$ cat src/rtl/simple_fixed_pipe.sv
// simple_fixed_pipe: pipelined SIMD byte/halfword/word add/subtract with carry/borrow generation, stall and flush.
module simple_fixed_pipe #(
    parameter int VEC_W = 128,
    parameter int STAGES = 3,
    parameter logic [2:0] UNIT_ID = 3'd1,
    parameter int ADDR_W = 7
) (
    input  logic              clock,
    input  logic              reset,
    input  logic              in_valid,
    output logic              in_ready,
    input  logic [2:0]        op_sel,
    input  logic [1:0]        esize,
    input  logic              use_imm,
    input  logic [9:0]        imm10,
    input  logic [VEC_W-1:0]  ra,
    input  logic [VEC_W-1:0]  rb,
    input  logic [VEC_W-1:0]  rc,
    input  logic [ADDR_W-1:0] rt_addr,
    input  logic              stall,
    input  logic              flush,
    output logic              out_valid,
    output logic [VEC_W-1:0]  out_value,
    output logic [ADDR_W-1:0] out_rt_addr,
    output logic [2:0]        out_unit_id,
    output logic              out_err
);
    logic sub, xop, err;
    logic [VEC_W-1:0] s8, s16, s32, res;
    logic [32:0] w;
    logic              v_q [STAGES];
    logic [VEC_W-1:0]  d_q [STAGES];
    logic [ADDR_W-1:0] a_q [STAGES];
    logic              e_q [STAGES];
    assign sub = op_sel[0];
    assign xop = op_sel == 3'd2 || op_sel == 3'd3;
    assign err = op_sel > 3'd5 || esize == 2'd3 || (op_sel > 3'd1 && esize != 2'd2);
    // Every op is b + (a or ~a) + cin; CG/BG keep only the carry-out of that sum.
    always_comb begin
        s8 = '0;
        s16 = '0;
        s32 = '0;
        w = '0;
        for (int i = 0; i < VEC_W/8; i++)
            s8[i*8 +: 8] = (use_imm ? imm10[7:0] : rb[i*8 +: 8]) + (sub ? ~ra[i*8 +: 8] : ra[i*8 +: 8]) + {7'b0, sub};
        for (int i = 0; i < VEC_W/16; i++)
            s16[i*16 +: 16] = (use_imm ? {{6{imm10[9]}}, imm10} : rb[i*16 +: 16]) + (sub ? ~ra[i*16 +: 16] : ra[i*16 +: 16]) + {15'b0, sub};
        for (int i = 0; i < VEC_W/32; i++) begin
            w = {1'b0, use_imm ? {{22{imm10[9]}}, imm10} : rb[i*32 +: 32]} + {1'b0, sub ? ~ra[i*32 +: 32] : ra[i*32 +: 32]} + {32'b0, xop ? rc[i*32] : sub};
            s32[i*32 +: 32] = op_sel[2] ? {31'b0, w[32]} : w[31:0];
        end
        res = err ? '0 : esize == 2'd0 ? s8 : esize == 2'd1 ? s16 : s32;
    end
    always_ff @(posedge clock) begin
        if (reset || flush) begin
            for (int s = 0; s < STAGES; s++) begin
                v_q[s] <= 1'b0;
                d_q[s] <= '0;
                a_q[s] <= '0;
                e_q[s] <= 1'b0;
            end
        end else if (!stall) begin
            v_q[0] <= in_valid;
            d_q[0] <= in_valid ? res : '0;
            a_q[0] <= in_valid ? rt_addr : '0;
            e_q[0] <= in_valid && err;
            for (int s = 1; s < STAGES; s++) begin
                v_q[s] <= v_q[s-1];
                d_q[s] <= d_q[s-1];
                a_q[s] <= a_q[s-1];
                e_q[s] <= e_q[s-1];
            end
        end
    end
    assign in_ready    = !stall;
    assign out_valid   = v_q[STAGES-1];
    assign out_value   = d_q[STAGES-1];
    assign out_rt_addr = a_q[STAGES-1];
    assign out_err     = e_q[STAGES-1];
    assign out_unit_id = out_valid ? UNIT_ID : 3'd0;
endmodule

$ cat config.mk
export PLATFORM = sky130hd
export DESIGN_NAME = simple_fixed_pipe
export DESIGN_NICKNAME = d
export VERILOG_FILES = /design/src/rtl/simple_fixed_pipe.sv
export SDC_FILE = /design/constraint.sdc
export NUM_CORES = 1
export LEC_CHECK = 0
export CAP_MARGIN = 30
export CORE_ASPECT_RATIO = 1.5
export CORE_MARGIN = 3
export CORE_UTILIZATION = 45
export DETAILED_ROUTE_END_ITERATION = 10
export PLACE_DENSITY = 0.77
export REMOVE_ABC_BUFFERS = 1
export SETUP_SLACK_MARGIN = 0.2
export SKIP_LAST_GASP = 1
export SLEW_MARGIN = 20
export SYNTH_ARGS = -nofsm -noshare
export SYNTH_HDL_FRONTEND = slang
export SYNTH_SLANG_ARGS = --single-unit
$ cat constraint.sdc
create_clock -name clock -period 13.1 [get_ports clock]
set_input_delay 2.62 -clock clock [delete_from_list [all_inputs] [get_ports clock]]
set_output_delay 2.62 -clock clock [all_outputs]
set_load 0.02 [all_outputs]
==> impl_metrics.py <==
metrics = {
    "run_status": {
        "outcome": "finished, final reports clean",
    },
    "worst_setup_path": {
        "worstSetupPathType": "primary input to flip-flop",
        "crit_arrival_ns": 8.21,
        "crit_path_cell_trace": "buf_2, buf_4, clkinv_2, buf_4, nand2_1, nand2_1, fa_1, a21o_1, a21oi_1, nor2b_1, o21a_1, o41ai_1, o21ai_0, nor2_1, xnor2_1, o21ai_0, a221oi_1",
        "cp_data_required_time_ns": 13.48,
        "r2r-start": "d_q[0][141]$_SDFFCE_PN0P_",
        "r2r_setup_slack_ns": 12.19,
        "critPathLaunchType": "primary input",
        "endpoint_kind": "flip-flop",
        "cpPeakStageDelay_ns": 0.67,
        "path_max_fanout": 62,
        "critPathSlowestCell": "o41ai_1",
        "cp-startpoint": "use_imm",
    },
    "cts": {
        "clkTransAtPathRegs_ns": 0.06,
        "clk_latency_ns": 0.59,
        "cts_resized": 0,
        "clk_path_buf_depth": 3,
        "holdBufCountCts": 0,
        "cts-root-buf": "clkbuf_16",
        "cts_sinks": 411,
        "cts_buffers": 45,
        "htree_levels": 2,
        "post_cts_buffers": 0,
        "cts_tree": "done",
    },
    "worst_hold_path": {
        "hold_class": "flip-flop to flip-flop",
        "min_from": "d_q[0][81]$_SDFFCE_PP0P_",
    },
    "global_route": {
        "grt_max_degree": 164,
        "antenna_found_initial": 18,
        "grt_pass1_vias": 26700,
        "grt-ovfl-total": 0,
        "gr-usage-all-layers": 0.280,
        "grt_pass1_wl_um": 159000,
    },
    "detailed_routing": {
        "firstDrtPassIters": 6,
        "routed.top_layer": "met5",
        "wl_met1_um": 39800,
        "met2_length_um": 51900,
        "wirelength_um": 108000,
        "vias": 26900,
        "ant_nets": 0,
        "drc": 0,
        "wl_met3_um": 8290,
        "avgViaCountPerCell": 5.76,
        "wire_per_inst_um": 23.1,
        "drt_iter0_markers": 2230,
    },
    "job": {
        "max-cap-violations": 0,
    },
    "power_and_ir_drop": {
        "p_total_mw": 4.35,
        "ir_drop_mv": 0.0952,
        "powerDensity_nw_per_um2": 115,
        "leakage_nw": 16.3,
    },
    "sta": {
        "setup-violations-final": 0,
        "setup_tns_ns": 0,
        "period_share": 0.598,
        "timing.fmax_mhz": 128,
        "fin_crit_ns": 7.83,
        "finClkSkew_ns": 0.0184,
        "slew_headroom": 0.352,
        "hold_violations": 0,
        "slew_viol_final": 0,
        "worstMarginPinSlew_ns": 0.972,
        "rsz0062_at_grt": "no",
    },
    "synthesis": {
        "ys.flop_type": "edfxtp_1",
        "postSynthCellCount": 3522,
        "ys_warn_count": 0,
        "yosysSeqAreaShare": 0.382,
        "synth_edf_count": 411,
        "synth_seq_cells": 411,
        "async_reset_ff_frac": 0,
        "synth_cell_types": 98,
        "synth_area_um2": 32300,
        "postSynthAreaPerCell_um2": 9.18,
    },
    "layout": {
        "drive_gt1_frac": 0.0464,
        "area_growth_pct": 17.1,
        "mostFrequentLayoutCells": "nand2_1 (459), clkdlybuf4s50_1 (422), edfxtp_1 (411), and2_1 (288), a21oi_1 (257)",
        "final_cells": 4667,
        "multi_input_area_um2": 17800,
        "final-seq-area_um2": 12300,
        "layout_commonest_cell": "nand2_1",
        "n_fill_cell": 6404,
        "nNetsFinal": 4358,
    },
    "die": {
        "initial_core_util": 0.457,
        "die_h_um": 334,
        "top_level_ports": 553,
        "dieArea_um2": 75100,
        "coreArea_um2": 70700,
        "die_x_um": 225,
        "rows": 119,
    },
    "placed_design": {
        "placed_cells": 4573,
        "gp_congestion": 0.959,
        "io_buffers": 426,
        "dp_hpwl_um": 77500,
    },
}
## per-stage QoR
stage                     setup slack (ns)   util  cell area, µm²  hold slack, ns
after global routing                  5.00  0.535           37800           0.526
after CTS                             5.37  0.534           37800           0.517
after global placement                4.87  0.513           36300           0.498
final                                 5.27  0.535           37900           0.514
after detailed placement              4.84  0.513           36300           0.502
after floorplan                      -1.54      -           30500           0.497
## cell usage after synthesis (36+ instances only)
cell      instances  area, µm²
a21o_1          121        908
a21oi_1         257       1290
a31oi_1          36        225
and2_1          288       1800
buf_4           140       1050
clkbuf_1        141        529
edfxtp_1        411      12300
ha_1            208       2600
inv_1           106        398
nand2_1         460       1730
nand2b_1         45        282
nand3_1          52        260
nor2_1          210        788
nor3_1           47        235
o21ai_0         147        736
xnor2_1         142       1240
xor2_1          198       1730
## worst max-delay path, delay by kind of cell
family / cells / cell delay [ns]
fa+ha+maj: 1 / 0.51
buf+inv: 4 / 2.28
compound gates: 7 / 1.96
simple gates: 4 / 0.63
xor+xnor: 1 / 0.13
## cell families (layout without fill, tap and decap cells)
| family | after synthesis | count (layout) | share of synthesized area |
|---|---|---|---|
| other | 1 | 15 | 0.000116 |
| xor gates and xnor gates | 340 | 340 | 0.0921 |
| and+or+nand+nor | 1224 | 1224 | 0.183 |
| AOI/OAI and AO/OA | 858 | 858 | 0.172 |
| DFF | 411 | 411 | 0.382 |
| adders and majority gates | 232 | 232 | 0.0954 |
| muxes | 20 | 20 | 0.00635 |
| buffers and inverters | 436 | 660 | 0.0687 |
## report_power, final
part / internal [mW] / switching [mW]
Combinational: 0.634 / 0.896
Clock: 0.752 / 0.554
Sequential: 1.50 / 0.0146
## state kept, by name (all words and copies together), names as in the netlist
name / count
d_q: 384
a_q: 21
e_q: 3
v_q: 3
## worst paths after layout
check | endpoint | depth (start not counted)
max | d_q[0][60]$_SDFFCE_PP0P_ | 17
max reg2reg | d_q[0][269]$_SDFFCE_PN0P_ | 1
min | d_q[0][209]$_SDFFCE_PN0P_ | 1
min reg2reg | d_q[0][209]$_SDFFCE_PN0P_ | 1
## per-layer routing
metal | track usage | vias up
li1 | - | 12700
met1 | 0.319 | 12700
met2 | 0.478 | 1141
met3 | 0.0547 | 376
met4 | 0.181 | 6
met5 | 0 | -
## final cells by class
cell class,instances,share of cell area
Timing Repair Buffer,474,0.123
Clock inverter,29,0.00869
Tap cell,907,0.0300
Multi-Input combinational cell,2676,0.470
Clock buffer,51,0.0303
Inverter,106,0.0105
Sequential cell,411,0.326
Antenna cell,13,0.000859
(Power assumes the default switching activity.)
